[src/rtl/alu_pkg.sv]
// Shared types and constants for the RV32I execute-stage decode/ALU slice.
package alu_pkg;

    localparam int XLEN = 32;

    localparam logic [6:0] OP_R      = 7'b0110011;
    localparam logic [6:0] OP_I      = 7'b0010011;
    localparam logic [6:0] OP_LOAD   = 7'b0000011;
    localparam logic [6:0] OP_STORE  = 7'b0100011;
    localparam logic [6:0] OP_BRANCH = 7'b1100011;
    localparam logic [6:0] OP_LUI    = 7'b0110111;

    typedef enum logic [1:0] {
        ALU_OP_ADD   = 2'b00,
        ALU_OP_SUB   = 2'b01,
        ALU_OP_RTYPE = 2'b10,
        ALU_OP_ITYPE = 2'b11
    } alu_op_e;

    typedef enum logic [3:0] {
        ALU_AND    = 4'b0000,
        ALU_OR     = 4'b0001,
        ALU_ADD    = 4'b0010,
        ALU_XOR    = 4'b0011,
        ALU_SLL    = 4'b0100,
        ALU_SRL    = 4'b0101,
        ALU_SUB    = 4'b0110,
        ALU_SRA    = 4'b0111,
        ALU_SLT    = 4'b1000,
        ALU_SLTU   = 4'b1001,
        ALU_PASS_B = 4'b1010
    } alu_ctrl_e;

endpackage

[src/rtl/alu_decode_exec_if.sv]
// Bus bundle between the instruction-field/operand source and the execute stage.
interface alu_decode_exec_if;
    import alu_pkg::*;

    logic [6:0]      opcode;
    logic [2:0]      funct3;
    logic [6:0]      funct7;
    logic [XLEN-1:0] rs1_data;
    logic [XLEN-1:0] rs2_data;
    logic [XLEN-1:0] imm;

    logic            branch;
    logic            mem_read;
    logic            mem_to_reg;
    logic            mem_write;
    logic            alu_src;
    logic            reg_write;
    logic [1:0]      alu_op;
    logic [3:0]      alu_control;
    logic [XLEN-1:0] alu_result;
    logic            alu_zero;
    logic            illegal;
    logic [XLEN-1:0] result_q;
    logic            zero_q;
    logic            reg_write_q;

    modport master (
        output opcode, funct3, funct7, rs1_data, rs2_data, imm,
        input  branch, mem_read, mem_to_reg, mem_write, alu_src, reg_write,
        input  alu_op, alu_control, alu_result, alu_zero, illegal,
        input  result_q, zero_q, reg_write_q
    );

    modport slave (
        input  opcode, funct3, funct7, rs1_data, rs2_data, imm,
        output branch, mem_read, mem_to_reg, mem_write, alu_src, reg_write,
        output alu_op, alu_control, alu_result, alu_zero, illegal,
        output result_q, zero_q, reg_write_q
    );

endinterface

[src/rtl/alu_core.sv]
// Combinational 32-bit ALU: operation select, operands A/B -> result and zero flag.
module alu_core
    import alu_pkg::*;
(
    input  alu_ctrl_e       alu_control,
    input  logic [XLEN-1:0] a,
    input  logic [XLEN-1:0] b,
    output logic [XLEN-1:0] result,
    output logic            zero
);

    logic [4:0] shamt;

    assign shamt = b[4:0];

    always_comb begin
        result = '0;
        case (alu_control)
            ALU_AND:    result = a & b;
            ALU_OR:     result = a | b;
            ALU_ADD:    result = a + b;
            ALU_XOR:    result = a ^ b;
            ALU_SLL:    result = a << shamt;
            ALU_SRL:    result = a >> shamt;
            ALU_SUB:    result = a - b;
            ALU_SRA:    result = $signed(a) >>> shamt;
            ALU_SLT:    result = {{(XLEN-1){1'b0}}, $signed(a) < $signed(b)};
            ALU_SLTU:   result = {{(XLEN-1){1'b0}}, a < b};
            ALU_PASS_B: result = b;
            default:    result = '0;
        endcase
    end

    assign zero = (result == '0);

endmodule

[src/rtl/alu_decode_exec.sv]
// Execute-stage core: main control decode, ALU-control decode, ALU and a registered debug copy.
// Optional LUI support is enabled by defining ALU_LUI_EN.
module alu_decode_exec
    import alu_pkg::*;
(
    input  logic              clk,
    input  logic              rst,
    alu_decode_exec_if.slave  bus
);

    alu_op_e         alu_op;
    alu_ctrl_e       alu_ctrl;
    logic            branch;
    logic            mem_read;
    logic            mem_to_reg;
    logic            mem_write;
    logic            alu_src;
    logic            reg_write;
    logic            illegal;
    logic [XLEN-1:0] operand_b;
    logic [XLEN-1:0] alu_result;
    logic            alu_zero;

    always_comb begin
        branch     = 1'b0;
        mem_read   = 1'b0;
        mem_to_reg = 1'b0;
        mem_write  = 1'b0;
        alu_src    = 1'b0;
        reg_write  = 1'b0;
        illegal    = 1'b0;
        alu_op     = ALU_OP_ADD;
        case (bus.opcode)
            OP_R: begin
                reg_write = 1'b1;
                alu_op    = ALU_OP_RTYPE;
            end
            OP_I: begin
                reg_write = 1'b1;
                alu_src   = 1'b1;
                alu_op    = ALU_OP_ITYPE;
            end
            OP_LOAD: begin
                reg_write  = 1'b1;
                mem_read   = 1'b1;
                mem_to_reg = 1'b1;
                alu_src    = 1'b1;
            end
            OP_STORE: begin
                mem_write = 1'b1;
                alu_src   = 1'b1;
            end
            OP_BRANCH: begin
                branch = 1'b1;
                alu_op = ALU_OP_SUB;
            end
`ifdef ALU_LUI_EN
            OP_LUI: begin
                reg_write = 1'b1;
                alu_src   = 1'b1;
                alu_op    = ALU_OP_ITYPE;
            end
`endif
            default: illegal = 1'b1;
        endcase
    end

    // funct7[5] selects SUB only for register ops; on I-type it is immediate bits, so ADDI stays ADD.
    always_comb begin
        alu_ctrl = ALU_ADD;
        case (alu_op)
            ALU_OP_ADD: alu_ctrl = ALU_ADD;
            ALU_OP_SUB: alu_ctrl = ALU_SUB;
            default: begin
                case (bus.funct3)
                    3'b000:  alu_ctrl = (alu_op == ALU_OP_RTYPE && bus.funct7[5]) ? ALU_SUB : ALU_ADD;
                    3'b001:  alu_ctrl = ALU_SLL;
                    3'b010:  alu_ctrl = ALU_SLT;
                    3'b011:  alu_ctrl = ALU_SLTU;
                    3'b100:  alu_ctrl = ALU_XOR;
                    3'b101:  alu_ctrl = bus.funct7[5] ? ALU_SRA : ALU_SRL;
                    3'b110:  alu_ctrl = ALU_OR;
                    default: alu_ctrl = ALU_AND;
                endcase
            end
        endcase
`ifdef ALU_LUI_EN
        if (bus.opcode == OP_LUI) begin
            alu_ctrl = ALU_PASS_B;
        end
`endif
    end

    assign operand_b = alu_src ? bus.imm : bus.rs2_data;

    alu_core u_core (
        .alu_control (alu_ctrl),
        .a           (bus.rs1_data),
        .b           (operand_b),
        .result      (alu_result),
        .zero        (alu_zero)
    );

    // Debug/display copy of the result; reset only touches these registers.
    always_ff @(posedge clk) begin
        if (rst) begin
            bus.result_q    <= '0;
            bus.zero_q      <= 1'b0;
            bus.reg_write_q <= 1'b0;
        end else begin
            bus.result_q    <= alu_result;
            bus.zero_q      <= alu_zero;
            bus.reg_write_q <= reg_write;
        end
    end

    assign bus.branch      = branch;
    assign bus.mem_read    = mem_read;
    assign bus.mem_to_reg  = mem_to_reg;
    assign bus.mem_write   = mem_write;
    assign bus.alu_src     = alu_src;
    assign bus.reg_write   = reg_write;
    assign bus.illegal     = illegal;
    assign bus.alu_op      = alu_op;
    assign bus.alu_control = alu_ctrl;
    assign bus.alu_result  = alu_result;
    assign bus.alu_zero    = alu_zero;

endmodule

[src/flat_wrapper.sv]
// flat-port wrapper written by rule: the top's interface ports become plain ports
module alu_decode_exec_flat import alu_pkg::*;
  (clk, rst, bus_opcode, bus_funct3, bus_funct7, bus_rs1_data, bus_rs2_data, bus_imm, bus_branch, bus_mem_read, bus_mem_to_reg, bus_mem_write, bus_alu_src, bus_reg_write, bus_alu_op, bus_alu_control, bus_alu_result, bus_alu_zero, bus_illegal, bus_result_q, bus_zero_q, bus_reg_write_q);
  alu_decode_exec_if bus_i ();
  input  logic clk;
  input  logic rst;
  input wire logic [$bits(bus_i.opcode)-1:0] bus_opcode;
  input wire logic [$bits(bus_i.funct3)-1:0] bus_funct3;
  input wire logic [$bits(bus_i.funct7)-1:0] bus_funct7;
  input wire logic [$bits(bus_i.rs1_data)-1:0] bus_rs1_data;
  input wire logic [$bits(bus_i.rs2_data)-1:0] bus_rs2_data;
  input wire logic [$bits(bus_i.imm)-1:0] bus_imm;
  output wire logic [$bits(bus_i.branch)-1:0] bus_branch;
  output wire logic [$bits(bus_i.mem_read)-1:0] bus_mem_read;
  output wire logic [$bits(bus_i.mem_to_reg)-1:0] bus_mem_to_reg;
  output wire logic [$bits(bus_i.mem_write)-1:0] bus_mem_write;
  output wire logic [$bits(bus_i.alu_src)-1:0] bus_alu_src;
  output wire logic [$bits(bus_i.reg_write)-1:0] bus_reg_write;
  output wire logic [$bits(bus_i.alu_op)-1:0] bus_alu_op;
  output wire logic [$bits(bus_i.alu_control)-1:0] bus_alu_control;
  output wire logic [$bits(bus_i.alu_result)-1:0] bus_alu_result;
  output wire logic [$bits(bus_i.alu_zero)-1:0] bus_alu_zero;
  output wire logic [$bits(bus_i.illegal)-1:0] bus_illegal;
  output wire logic [$bits(bus_i.result_q)-1:0] bus_result_q;
  output wire logic [$bits(bus_i.zero_q)-1:0] bus_zero_q;
  output wire logic [$bits(bus_i.reg_write_q)-1:0] bus_reg_write_q;
  assign bus_i.opcode = bus_opcode;
  assign bus_i.funct3 = bus_funct3;
  assign bus_i.funct7 = bus_funct7;
  assign bus_i.rs1_data = bus_rs1_data;
  assign bus_i.rs2_data = bus_rs2_data;
  assign bus_i.imm = bus_imm;
  assign bus_branch = bus_i.branch;
  assign bus_mem_read = bus_i.mem_read;
  assign bus_mem_to_reg = bus_i.mem_to_reg;
  assign bus_mem_write = bus_i.mem_write;
  assign bus_alu_src = bus_i.alu_src;
  assign bus_reg_write = bus_i.reg_write;
  assign bus_alu_op = bus_i.alu_op;
  assign bus_alu_control = bus_i.alu_control;
  assign bus_alu_result = bus_i.alu_result;
  assign bus_alu_zero = bus_i.alu_zero;
  assign bus_illegal = bus_i.illegal;
  assign bus_result_q = bus_i.result_q;
  assign bus_zero_q = bus_i.zero_q;
  assign bus_reg_write_q = bus_i.reg_write_q;
  alu_decode_exec u_core (.clk(clk), .rst(rst), .bus(bus_i));
endmodule
[config.mk]
export PLATFORM = sky130hd
export DESIGN_NAME = alu_decode_exec_flat
export DESIGN_NICKNAME = d
export VERILOG_FILES = /design/src/rtl/alu_pkg.sv /design/src/rtl/alu_decode_exec_if.sv /design/src/rtl/alu_core.sv /design/src/rtl/alu_decode_exec.sv /design/src/flat_wrapper.sv
export SDC_FILE = /design/constraint.sdc
export NUM_CORES = 1
export LEC_CHECK = 0
export CORE_MARGIN = 10
export CORE_UTILIZATION = 35
export CTS_BUF_LIST = sky130_fd_sc_hd__clkbuf_8
export CTS_CLUSTER_DIAMETER = 150
export DETAILED_ROUTE_END_ITERATION = 7
export SLEW_MARGIN = 20
export SYNTH_ARGS = -nofsm -noshare
export SYNTH_HDL_FRONTEND = slang
export SYNTH_SLANG_ARGS = --single-unit
[constraint.sdc]
create_clock -name clk -period 6.9 [get_ports clk]
set_input_delay 1.035 -clock clk [delete_from_list [all_inputs] [get_ports clk]]
set_output_delay 1.035 -clock clk [all_outputs]
set_load 0.05 [all_outputs]
==> results by group <==
Min path
  • Hold worst-path end: u_core.bus.result_q[12]$_SDFF_PP0_
  • Hold path depth: 2
  • Hold path startpoint: rst
  • Worst min path class: primary input to flip-flop

Die
  • Die Wd: 211 µm
  • Initial Utilization: 0.356
  • Core Box Area: 35700 µm²
  • Row Count: 69
  • Die area: 44400 µm²
  • Overall die height: 211 µm
  • IO Pins: 195

STA
  • Final hold viol count: 0
  • Final setup margin: -0.0256 ns
  • Fin crit period: 6.93 ns
  • RSZ-0062 raised after global routing: true
  • Slew HR: 0.294
  • Final count of negative-setup-slack endpoints: 1
  • Max Fclk: 144 MHz
  • Minimum hold slack: 1.22 ns
  • Worst-Margin Slew: 1.05 ns
  • Count of pins over their slew limit: 0
  • Fin crit share: 1.00

Yosys
  • Synth Warn #: 0
  • Mean Syn Cell Area: 6.47 µm²
  • Synth top cells by count: nand2_1 (232), a21oi_1 (193), nor2_1 (146)
  • Prevailing post-synth register cell: dfxtp_1
  • Distinct cells, synth: 107
  • Seq/Total Area, Yosys: 0.0535
  • Post-synth EDFFs: 0
  • Flops & latches, synth: 34
  • Most frequent cell after synthesis: nand2_1
  • Mapped Area: 12700 µm²
  • Mapped Nets: 2177
  • Yosys top cell by area: ha_1
  • Synth top area cells: ha_1 (9.2%), a21oi_1 (7.6%), nand2_1 (6.8%)
  • Mapped Cells: 1967
  • Post-synth top area share: 0.0924
  • Asr flop ratio synth: 0

CTS
  • CTS H-Tree Depth: 2
  • Root Buffer: clkbuf_8
  • CTS tree: done
  • Worst-path clk slew: 0.06 ns
  • CTS Sinks: 34
  • CTS Buf Count: 5
  • Clock buffer depth: 2

GRT
  • Met2 Use GR: 0.604
  • Final global-route overflow total: 0
  • Busiest grt layer: met2
  • Vias in the first global route: 19408
  • Largest net degree at the start of global routing: 64
  • Met3 usage: 0.134
  • Initial antenna violation count: 5
  • Gr usage total: 0.408
  • Met1 usage: 0.499
  • First-pass GRT wire length: 135 mm

Place
  • Placer congestion estimate: 1.13
  • Final HPWL DP: 77.5 mm
  • IO buf count: 188

Setup path
  • Critical Path Sink Type: output port
  • Worst Path Max Fanout: 23
  • Crit path DAT: 5.89 ns
  • CP required: 5.86 ns
  • Critical setup path kind: primary input to output port
  • Crit start category: primary input

Status
  • Failing checks: setup timing
  • Status: finished, violations left

Layout
  • Layout cells sized above 1: 0.306
  • Final nets: 2810
  • Syn-to-layout area delta: 55.5%
  • Utilization of the core after routing: 0.554
  • Number of fill cells: 3457
  • # diodes: 0

Drt
  • Total routed wirelength: 94.9 mm
  • DRT iter0 DRCs: 3156
  • Post-detailed-route wirelength per cell: 31.0 µm
  • # DRC: 0
  • Via density: 6.66
  • Routed vias: 20395
  • Initial DRT Pass Iterations: 8
  • Post-route ant nets: 0

Power
  • P_leak: 8.66 nW
  • Power density over cell area: 131 nW/µm²
  • Peak supply drop: 0.0000852 V

Run
  • Max Cap Violations: 0
[metrics by stage]
stage | std cells | cell area (µm²) | power (mW) | worst slack (ns) | setup TNS (ns)
4_1_cts | 3058 | 19600 | 2.48 | 0.00262 | 0
2_1_floorplan | 1967 | 12900 | 1.24 | 0.000565 | 0
3_3_place_gp | 3032 | 18900 | 2.26 | -0.247 | -0.247
5_1_grt | 3062 | 19800 | 2.68 | -0.192 | -0.192
3_5_place_dp | 3032 | 18900 | 2.28 | -0.378 | -0.378
6_report | 3062 | 19800 | 2.59 | -0.0256 | -0.0256
[final cells by class]
type / count / area (µm²) / share of cell area
sequential: 34 / 681 / 0.0344
timing repair buffer: 771 / 6400 / 0.323
tap: 461 / 577 / 0.0291
multi-input combinational: 1654 / 11500 / 0.582
clock buffer: 6 / 82.6 / 0.00417
clock inverter: 2 / 8.76 / 0.000443
inverter: 134 / 518 / 0.0262
[critical path, cell delays in order]
cell           delay [ns]
dlygate4sd2_1        0.26
buf_4                0.14
nand4bb_4            0.27
buf_6                0.16
o21ai_4              0.15
nand2_4              0.07
buf_4                0.27
ha_1                 0.29
inv_1                0.10
ha_1                 0.16
a31oi_1              0.06
o221ai_2             0.42
buf_4                0.24
and3_1               0.19
mux2i_1              0.33
nand4b_1             0.34
or2b_1               0.33
nor4_2               0.26
buf_4                0.14
nand4_1              0.16
nor4_4               0.30
buf_12               0.18
[registers in the layout, indices dropped and copies added, names as in the netlist]
register	count
u_core.bus.reg_write_q	1
u_core.bus.zero_q	1
u_core.bus.result_q	32
[cell families after synthesis]
kind of cell	after synthesis	share of synthesized area
compound gates	757	0.411
xor+xnor	30	0.0207
fa+ha+maj	95	0.0940
buf+inv	279	0.0940
flops	34	0.0535
mux	63	0.0519
simple gates	709	0.275
[where the power goes]
part | internal [mW] | switching (mW)
clock network | 0.0788 | 0.0694
registers | 0.223 | 0.00631
logic | 0.881 | 1.34
total | 1.18 | 1.41
[worst max-delay path by stage]
stage                     slack, ns           end           from  depth (start not counted)
after detailed placement      -0.38  bus_alu_zero  bus_opcode[2]                         23
after floorplan              0.0006  bus_alu_zero  bus_opcode[2]                         21
after CTS                     0.003  bus_alu_zero  bus_opcode[6]                         26
after global placement        -0.25  bus_alu_zero  bus_opcode[2]                         25
after global routing          -0.19  bus_alu_zero  bus_opcode[2]                         27
final                         -0.03  bus_alu_zero  bus_opcode[3]                         22
[layer usage]
metal	vias to the layer above	wire length, µm
li1	8680	-
met1	9454	35100
met2	1789	38500
met3	462	13500
met4	10	7670
met5	-	55
[timing repair]
action | 4_1_cts | 5_1_grt
hold buffers | 0 | 0
setup endpoints to repair | 1 | 4
resized for setup | 88 | 35
setup buffers | 17 | 4
cloned | 1 | 0
pin swaps | 41 | 19
[cells in the final DEF, fill, tap and decap left out, drive strengths merged, types with 28 or more instances in the layout]
cell	count
o22ai	30
o21ai	107
mux2i	51
dfxtp	34
nor2	149
a31oi	29
a22oi	28
nand2	234
inv	131
a21oi	197
ha	94
clkdlybuf4s50	147
nand3	55
nor4	33
a211oi	75
o211ai	47
buf	616
and3	29
nor3	76
Power figures use the tool's default switching activity.
